[src/rtl/rggen_bit_field_access_arbiter.sv]
// Round-robin arbiter that shares one register access port between N requesters.
// Optional acknowledge timeout is built when RGGEN_ACCESS_ARBITER_TIMEOUT_EN is defined.
module rggen_bit_field_access_arbiter #(
    parameter int N       = 2,
    parameter int WIDTH   = 32,
    parameter int TIMEOUT = 255
) (
    input  logic                 i_clk,
    input  logic                 i_rst_n,
    input  logic [N-1:0]         i_request,
    input  logic [N-1:0]         i_write,
    input  logic [N*WIDTH-1:0]   i_write_data,
    input  logic [N*WIDTH-1:0]   i_write_mask,
    output logic [N-1:0]         o_done,
    output logic [N-1:0]         o_error,
    output logic [WIDTH-1:0]     o_read_data,
    output logic [N-1:0]         o_grant,
    output logic                 o_valid,
    output logic                 o_write,
    output logic [WIDTH-1:0]     o_write_data,
    output logic [WIDTH-1:0]     o_write_mask,
    input  logic                 i_ack,
    input  logic [WIDTH-1:0]     i_read_data
);

    localparam int IDXW = (N > 1) ? $clog2(N) : 1;

    typedef enum logic [1:0] {
        IDLE,
        ACCESS,
        DONE
    } state_t;

    state_t          state;
    state_t          state_next;
    logic [IDXW-1:0] pointer;
    logic [IDXW-1:0] grant_idx;
    logic [IDXW-1:0] winner_idx;
    logic            winner_found;
    logic [N-1:0]    grant;
    logic            timeout_hit;

    // First requester at or above the pointer, wrapping around.
    always_comb begin
        int cand;
        cand         = 0;
        winner_found = 1'b0;
        winner_idx   = '0;
        for (int i = 0; i < N; i++) begin
            cand = (int'(pointer) + i) % N;
            if (!winner_found && i_request[IDXW'(cand)]) begin
                winner_found = 1'b1;
                winner_idx   = IDXW'(cand);
            end
        end
    end

`ifdef RGGEN_ACCESS_ARBITER_TIMEOUT_EN
    logic [15:0] wait_count;
    logic        error_flag;

    assign timeout_hit = (state == ACCESS) && !i_ack && (wait_count == 16'(TIMEOUT - 1));

    always_ff @(posedge i_clk or negedge i_rst_n) begin
        if (!i_rst_n) begin
            wait_count <= '0;
        end else if (state != ACCESS) begin
            wait_count <= '0;
        end else if (!i_ack) begin
            wait_count <= wait_count + 16'd1;
        end
    end

    always_ff @(posedge i_clk or negedge i_rst_n) begin
        if (!i_rst_n) begin
            error_flag <= 1'b0;
        end else if (state == IDLE) begin
            error_flag <= 1'b0;
        end else if (timeout_hit) begin
            error_flag <= 1'b1;
        end
    end
`else
    logic unused_timeout_cfg;
    assign unused_timeout_cfg = (TIMEOUT > 0);
    assign timeout_hit        = 1'b0;
`endif

    always_ff @(posedge i_clk or negedge i_rst_n) begin
        if (!i_rst_n) begin
            state <= IDLE;
        end else begin
            state <= state_next;
        end
    end

    always_comb begin
        state_next = state;
        case (state)
            IDLE:    if (winner_found) state_next = ACCESS;
            ACCESS:  if (i_ack || timeout_hit) state_next = DONE;
            DONE:    state_next = IDLE;
            default: state_next = IDLE;
        endcase
    end

    always_comb begin
        o_valid = 1'b0;
        o_done  = '0;
        o_error = '0;
        if (state == ACCESS) begin
            o_valid = 1'b1;
        end
        if (state == DONE) begin
            o_done = grant;
`ifdef RGGEN_ACCESS_ARBITER_TIMEOUT_EN
            if (error_flag) begin
                o_error = grant;
            end
`endif
        end
    end

    // Grant, downstream command and read data registers.
    always_ff @(posedge i_clk or negedge i_rst_n) begin
        if (!i_rst_n) begin
            grant        <= '0;
            grant_idx    <= '0;
            pointer      <= '0;
            o_write      <= 1'b0;
            o_write_data <= '0;
            o_write_mask <= '0;
            o_read_data  <= '0;
        end else begin
            case (state)
                IDLE: begin
                    if (winner_found) begin
                        grant             <= '0;
                        grant[winner_idx] <= 1'b1;
                        grant_idx         <= winner_idx;
                        o_write           <= i_write[winner_idx];
                        o_write_data      <= i_write_data[int'(winner_idx)*WIDTH +: WIDTH];
                        o_write_mask      <= i_write_mask[int'(winner_idx)*WIDTH +: WIDTH];
                    end
                end
                ACCESS: begin
                    if (i_ack) begin
                        if (!o_write) begin
                            o_read_data <= i_read_data;
                        end
                    end else if (timeout_hit) begin
                        o_read_data <= '0;
                    end
                end
                DONE: begin
                    grant <= '0;
                    if (grant_idx == IDXW'(N - 1)) begin
                        pointer <= '0;
                    end else begin
                        pointer <= grant_idx + IDXW'(1);
                    end
                end
                default: begin
                    grant <= '0;
                end
            endcase
        end
    end

    assign o_grant = grant;

endmodule
[config.mk]
export PLATFORM = sky130hd
export DESIGN_NAME = rggen_bit_field_access_arbiter
export DESIGN_NICKNAME = d
export VERILOG_FILES = /design/src/rtl/rggen_bit_field_access_arbiter.sv
export SDC_FILE = /design/constraint.sdc
export NUM_CORES = 1
export LEC_CHECK = 0
export BUFFER_PORTS_ARGS = -buffer_cell sky130_fd_sc_hd__buf_2
export CAP_MARGIN = 30
export CORE_MARGIN = 2
export CORE_UTILIZATION = 35
export DETAILED_ROUTE_END_ITERATION = 6
export PLACE_DENSITY = 0.67
export RECOVER_POWER = 25
export SLEW_MARGIN = 10
export SYNTH_ARGS = -nofsm -noshare
export SYNTH_HDL_FRONTEND = slang
export SYNTH_SLANG_ARGS = --single-unit
[constraint.sdc]
create_clock -name i_clk -period 1.85 [get_ports i_clk]
set_input_delay 0.37 -clock i_clk [delete_from_list [all_inputs] [get_ports i_clk]]
set_output_delay 0.37 -clock i_clk [all_outputs]
set_load 0.01 [all_outputs]
## Yosys cells after proc, flatten, opt, wreduce, memory -nomap -nowiden

Cells that the tools add are included.

| cells by class | value |
|---|---|
| add/subtract/negate cells | 2 |
| magnitude comparators | 4 |
| equality and inequality tests | 4 |
| shift-type cells | 2 |
| muxes and demuxes | 20 |
| bitwise gates (word level) | 2 |
| reductions and logical operators | 8 |

Operator list:

| operator | count |
|---|---|
| $shiftx 64x7->32 | 2 |
| $mux 1 | 13 |
| $mux 2 | 4 |
| $pmux 2 s2 | 2 |
| $lt 1x3->1 const B | 2 |
| $reduce_and 2->1 | 3 |
| $ne 2x2->1 const B | 2 |
| $reduce_and 3->1 | 1 |
| $add 1x1->1 const B | 2 |
| $eq 2x1->1 const B | 1 |
| $eq 2x2->1 const B | 1 |
| $logic_and 1x1->1 | 2 |
| $logic_not 2->1 | 1 |
| $lt 1x2->1 const B | 1 |
| $not 1->1 | 2 |
| $demux 1 s1 | 1 |
| $ge 1x1->1 const B | 1 |
| $logic_not 1->1 | 1 |

| storage, ports and cells | value |
|---|---|
| register bits after elaboration | 103 |
| input port bits | 167 |
| logic and storage cells | 50 |

## Logic depth before layout (Yosys ltp)

Gate-level depths: netlist of the first run.

| depth | value |
|---|---|
| depth in word-level cells | 13 |
| mapped depth | 5 |

## Worst setup path before layout of the first run

OpenSTA, ideal clock, no wires.

| path | value |
|---|---|
| path type | register to register |
| start point | register state[1] |
| end point | register o_read_data[10] |
| setup time | 0.125 ns |
| arrival time | 1.316 ns |
| data required time | 1.725 ns |
| setup slack | 0.409 ns |
| cell stages (with the launch flop) | 6 |
| clock period less this slack | 1.441 ns |
| cells stage by stage | dfrtp_1 and3b_1 nor2b_4 buf_6 buf_12 mux2_4 |

| between the ends | value |
|---|---|
| cells in the longest elaborated chain, start to end | 2 |

RTL lines:

| item | line | source |
|---|---|---|
| start, declared | 34 | `state_t state;` |
| start signal, assigned | 93 | `state <= state_next;` |
| $eq 2x1->1 | 135 | `case (state)` |
| $reduce_and 3->1 (no source line) | - |  |
| end signal, assigned | 149 | `o_read_data <= i_read_data;` |
| end, declared | 16 | `output logic [WIDTH-1:0] o_read_data,` |

Every way passes these cells.
A chain may end at the register's enable or synchronous reset.

## Worst setup path in the final report of the first run

| path | value |
|---|---|
| start point | register state[1] |
| end point | output port o_done[0] |

| between the ends | value |
|---|---|
| cells in the longest elaborated chain, start to end | 2 |

RTL lines:

| item | line | source |
|---|---|---|
| $eq 2x2->1 | 114 | `if (state == DONE) begin` |
| $mux 2 | 114 |  |
| end, declared | 14 | `output logic [N-1:0] o_done,` |

Every way passes these cells.

==> metrics.txt, run 1 <==
outcome finished, final reports clean; fmax roughly 570 MHz; worst skew pair latency 0.34 ns; Peak VDD IR 0.730 mV; total leakage power 3.26 nW; Ant. Diodes 0; CTS Buffer Depth 2; number of global-route vias before repair 3869; first-pass GRT wire length 19600 µm; routability congestion estimate just over 0.8; Max-Cap Viols 0; Synth top area share 56.0%; htree depth 3; initial core utilization 36.2%; DR vias/cell 4.57; Clock transition at path regs around 0.070 ns; FP Rows 41; cell count after synthesis between 300 and 400; Final Instance Area 0.00644 mm²; Hold Crit Class primary input to flip-flop; final worst path period share 94.6%; worst rel slew slack around three fifths; DR iter-0 viols 115; largest area contributor in the netlist dfrtp_1; post-route ant nets 0; placed cell areas 0.00612 mm²; Die W 119 µm; PwrDens 1660 mW/mm²; layout cells sized above 1 about half; YS warnings 0; crit end category primary output; Detailed Route WL 12000 µm; GRT overflow 0; Die Footprint around 0.014 mm²; hold_ws 0.250 ns; Post-route DRC 0; Synth-to-Final Area Change 40.0%; vias post-DR 3730; core area 0.0127 mm²; Synth Register Bits between 100 and 150; setup violators final 0; GRT Overall Usage roughly 18%; port bufs approximately 270; Ports 271; final setup TNS 0 ns; clk_skew 0.0105 ns; final core utilization 50.6%; clk sinks 103; pre-CTS WS 0.275 ns; CP Launch Type flip-flop; CP Data Arrival Time 1.38 ns; worst-margin pin slew 0.607 ns; Final WS setup 0.0995 ns; mapped cell area 0.00460 mm²; Synth area leaders dfrtp_1 (56%), mux2i_1 (14%), mux2_4 (9.8%); RSZ-0062 raised after global routing no; fin crit period 1.75 ns; nets@finish 806; dpl hpwl 9210 µm; Worst Path Class, Setup flip-flop to primary output; Synth Area per Inst 12.2 µm²; fin. max-slew vios 0; wire per inst 14.7 µm; post-synthesis sequential area ratio 56.0%; die height 119 µm; pin count of the biggest net entering global routing between 90 and 100; clock root cell clkbuf_16; worst endpoint required time 1.48 ns; Pre-Repair DR Iteration Count 4; Synth cell types 22; TritonCTS clock tree built; CP Max Fanout 5; final hold vios 0; initial antenna violation count 0; total CTS buffers 9
## path summary, 6_finish.rpt
| path | from | cells past startpoint | end | slack, ns |
|---|---|---|---|---|
| setup / recovery | state[1]$_DFFE_PN0P_ | 4 | o_done[0] | 0.1 |
| min in group asynchronous | i_rst_n | 2 | o_read_data[9]$_DFFE_PN0P_ | 0.55 |
| setup reg to reg | state[1]$_DFFE_PN0P_ | 5 | o_write_data[30]$_DFFE_PN0P_ | 0.29 |
| hold reg to reg | grant_idx$_DFFE_PN0P_ | 1 | pointer$_DFFE_PN0N_ | 0.47 |
| hold / removal | i_read_data[8] | 2 | o_read_data[8]$_DFFE_PN0P_ | 0.25 |
| max in group asynchronous | i_rst_n | 3 | o_write_mask[18]$_DFFE_PN0P_ | 0.26 |
## through the flow
stage | total power [mW] | std cells
after global placement | 8.57 | 799
after CTS | 10.9 | 816
after detailed placement | 8.75 | 799
after global routing | 11.5 | 816
after floorplan | 6.82 | 379
final | 10.7 | 816
## cells by family (layout without fill, tap and decap cells)
kind of cell	count (synthesis)	in the layout	share of synthesized area [%]
multiplexers	100	100	25.1
flip-flops	103	103	56.0
other	1	2	0.0815
AO/OA/AOI/OAI	67	67	7.34
buffers and inverters	31	296	4.43
AND/OR/NAND/NOR	76	76	6.96
## layout make-up
type	count	area, µm²
clock buffer	11	243
clock inverter	5	86.3
fill	1201	6280
inverter	3	11.3
multi-input combinational	245	1830
sequential	103	2580
tap	172	215
timing repair buffer	277	1470
## cells in the mapped netlist, drive strengths merged
cell type	instances
dfrtp	103
nor2	69
mux2i	66
a21oi	65
mux2	34
buf	23
clkbuf	5
inv	3
a21o	1
and2b	1
and3b	1
conb	1
nand2	1
nand2b	1
nor2b	1
nor3b	1
o21ai	1
or2b	1
## state kept, by name (all words and copies together) (netlist names)
name	flops
o_read_data	32
o_write_data	32
o_write_mask	32
o_grant	2
state	2
grant_idx	1
o_write	1
pointer	1
## layer usage
metal | vias to the layer above | part of all wire, % | track usage (%)
met2 | 149 | 52 | 30.9
met5 | - | 0 | 0
met1 | 1752 | 39 | 20.7
met4 | 0 | 1.6 | 6.70
li1 | 1818 | - | -
met3 | 11 | 7.0 | 3.91
## what timing repair did
item / CTS / global route
hold endpoints to repair: 9 / 0
setup buffers: 0 / 0
hold buffers: 1 / 0
endpoints found under the setup margin: 0 / 1
gates resized for setup: 0 / 1
## critical path, cell delays in order (launching register included)
cell and delay (ns):
dfrtp_1 0.34, buf_4 0.14, or2b_1 0.29, nor2_1 0.11, buf_2 0.15
## report_power, final
part           switching, mW  internal [mW]
sequential             0.737           3.38
clock                  0.833           1.24
combinational           2.25           2.29
## cell usage in the layout (no fill, tap or decap), drive strengths merged, types with 2 or more instances in the layout
cell and instances:
a21oi 65, dfrtp 103, mux2i 66, conb 2
bufinv 2, clkbuf 15, buf 272, inv 5
mux2 34, nor2 69
No activity file was read; power rests on OpenSTA's default activity.
==> run 2, diff against run 1 <==
--- a/config.mk
+++ b/config.mk
@@ -5,12 +5,13 @@
 export SDC_FILE = /design/constraint.sdc
 export NUM_CORES = 1
 export LEC_CHECK = 0
+export ABC_AREA = 1
 export BUFFER_PORTS_ARGS = -buffer_cell sky130_fd_sc_hd__buf_2
 export CAP_MARGIN = 30
 export CORE_MARGIN = 2
 export CORE_UTILIZATION = 35
 export DETAILED_ROUTE_END_ITERATION = 6
-export PLACE_DENSITY = 0.67
+export PLACE_DENSITY = 0.65
 export RECOVER_POWER = 25
 export SLEW_MARGIN = 10
 export SYNTH_ARGS = -nofsm -noshare
==> run 2 against run 1 <==
Die area grew 9.1%. Final area increased by 4.8%. Global-route usage is 1.4 points higher. Synthesized area grew 9.4%. Clock-buffer cell count grew 2. Power fell by 3.9%. Synthesized cell count grew 77%. Register-to-register slack improved by 0.25 ns. Sequential cell count did not move. Setup slack better by 0.17 ns. Largest cell class unchanged.
==> metrics.txt, run 2 <==
pin count of the biggest net entering global routing 68; RSZ-0062 raised after global routing no; crit end category primary output; commonest non-fill, non-tap cell in the layout nand2_1; nets@finish about 1100; PwrDens about 1500 mW/mm²; Max-Cap Viols 0; CTS Buffer Depth 2; Ant. Diodes 0; Final Instance Area 0.00675 mm²; ys async rst share between 90% and 100%; outcome finished, final reports clean; FF-to-FF path depth 6; clock root cell clkbuf_16; vias post-DR 5110; Die Footprint between 0.015 and 0.02 mm²; first-pass GRT wire length 22700 µm; final worst path period share 85.3%; wire per inst roughly 14 µm; initial antenna violation count 0; DR iter-0 viols 209; total CTS buffers 9; hold_ws 0.0986 ns; Ports ~270; Post-route DRC 0; dpl hpwl 10700 µm; commonest cells in the netlist nand2_1 (398), dfrtp_1 (103), nand3_1 (65), nand4_1 (34), buf_2 (26); CP Data Arrival Time 1.21 ns; largest area contributor in the netlist dfrtp_1; clk sinks between 100 and 150; htree depth 3; biggest regs o_read_data: 32 flops, o_write_data: 32 flops, o_write_mask: 32 flops; GRT overflow 0; DR vias/cell 4.65; Setup crit start state[1]$_DFFE_PN0P_; die height 124 µm; layout cells sized above 1 33.0%; final core utilization 48.3%; worst-margin pin slew roughly 1.1 ns; Setup Fix Bufs, Post-CTS 0; placed cell areas approximately 0.0064 mm²; fin crit period 1.58 ns; GRT Overall Usage 19.0%; fillcell total between 1000 and 1500; final setup TNS 0 ns; fmax 634 MHz; most frequent cells in the layout nand2_1 (398), buf_2 (266), dfrtp_1 (102), nand3_1 (65), nand4_1 (34); number of global-route vias before repair 4546; FP Rows 43; core area 0.0140 mm²; Detailed Route WL 14900 µm; Synth-to-Final Area Change 34.1%; Pre-Repair DR Iteration Count 4; Synth Area per Inst roughly 7.5 µm²; R2R Path Start state[1]$_DFFE_PN0P_; Synth cell types 17; # resized after CTS 0; YS warnings 0; setup violators final 0; post-route ant nets 0; port bufs 267; Post-CTS Hold Fix Bufs 0; mapped cell area 0.00503 mm²; fin. max-slew vios 0; Synth top area share 51.2%; Main synth FF type dfrtp_1; Worst Path Class, Setup flip-flop to primary output; initial core utilization 36.0%; Die W roughly 120 µm; Synth area leaders dfrtp_1 (51%), nand2_1 (30%), nand3_1 (6.5%); Hold Crit Class primary input to async pin; most frequent cell after synthesis nand2_1; total leakage power 4.10 nW; cell count after synthesis 670; clk_skew 0.00732 ns; Post-synth EDFFs 0; routability congestion estimate 0.758; Synth Register Bits 103; worst skew pair latency 0.34 ns; Peak VDD IR 0.647 mV; CP Max Fanout 4; post-synthesis sequential area ratio between 50% and 60%; worst endpoint required time approximately 1.5 ns; TritonCTS clock tree built; CP Launch Type flip-flop; Clock transition at path regs 0.07 ns; final hold vios 0; worst rel slew slack 25.6%
## run 2: cell types whose count changed after synthesis, sizes merged, moves of 3 or more
| cell | change |
|---|---|
| a21oi | -64 |
| nand2 | +398 |
| mux2 | -34 |
| buf | +21 |
| mux2i | -66 |
| inv | +5 |
| nand4 | +34 |
| clkbuf | +3 |
| nor2 | -65 |
| nand3 | +66 |
## run 2: cells by family after synthesis
| group | after synthesis | share of synthesized area (%) |
|---|---|---|
| simple gates | 503 | 41.0 |
| flops | 103 | 51.2 |
| buf+inv | 60 | 7.36 |
| compound gates | 3 | 0.298 |
| other cells | 1 | 0.0745 |
## run 2: through the flow
stage	instances	power, mW	setup WS, ns
after floorplan	671	6.47	0.660
after global placement	1082	8.28	0.419
after detailed placement	1082	8.35	0.400
after CTS	1098	10.5	0.248
after global routing	1098	11.2	0.196
final	1098	10.3	0.273
## run 2: layer usage
metal  global-route usage, %  routed length, µm  vias to the layer above
li1                        -                  -                     2592
met1                    23.8               6480                     2310
met2                    32.2               6900                      196
met3                    5.13               1320                       12
met4                    5.55                182                        0
met5                       0                  0                        -
## run 2: critical path: stages (launching register included)
cell and delay, ns:
dfrtp_1 0.42, nor2_2 0.26, buf_2 0.19
## run 2: layout make-up
type | count | area, µm² | share of cell area (%)
repair buffers | 283 | 1500 | 22.3
clock buffers | 13 | 260 | 3.86
well taps | 180 | 225 | 3.34
clock inverters | 3 | 65.1 | 0.964
multi-input cells | 508 | 2090 | 30.9
flip-flops and latches | 103 | 2580 | 38.2
inverters | 8 | 30.0 | 0.445
## run 2: power by group
| group | internal [mW] | switching (mW) |
|---|---|---|
| combinational | 1.64 | 2.71 |
| sequential | 3.32 | 0.566 |
| clock | 1.26 | 0.796 |
## run 2: final timing paths
kind,slack (ns),endpoint
worst max-delay path,0.27,o_valid
worst min-delay path,0.1,o_write_mask[11]$_DFFE_PN0P_
worst max register to register,0.54,o_write$_DFFE_PN0P_
worst min register to register,0.47,o_write_mask[15]$_DFFE_PN0P_
max in group asynchronous,0.71,o_write_data[30]$_DFFE_PN0P_
min in group i_clk,0.28,o_read_data[2]$_DFFE_PN0P_
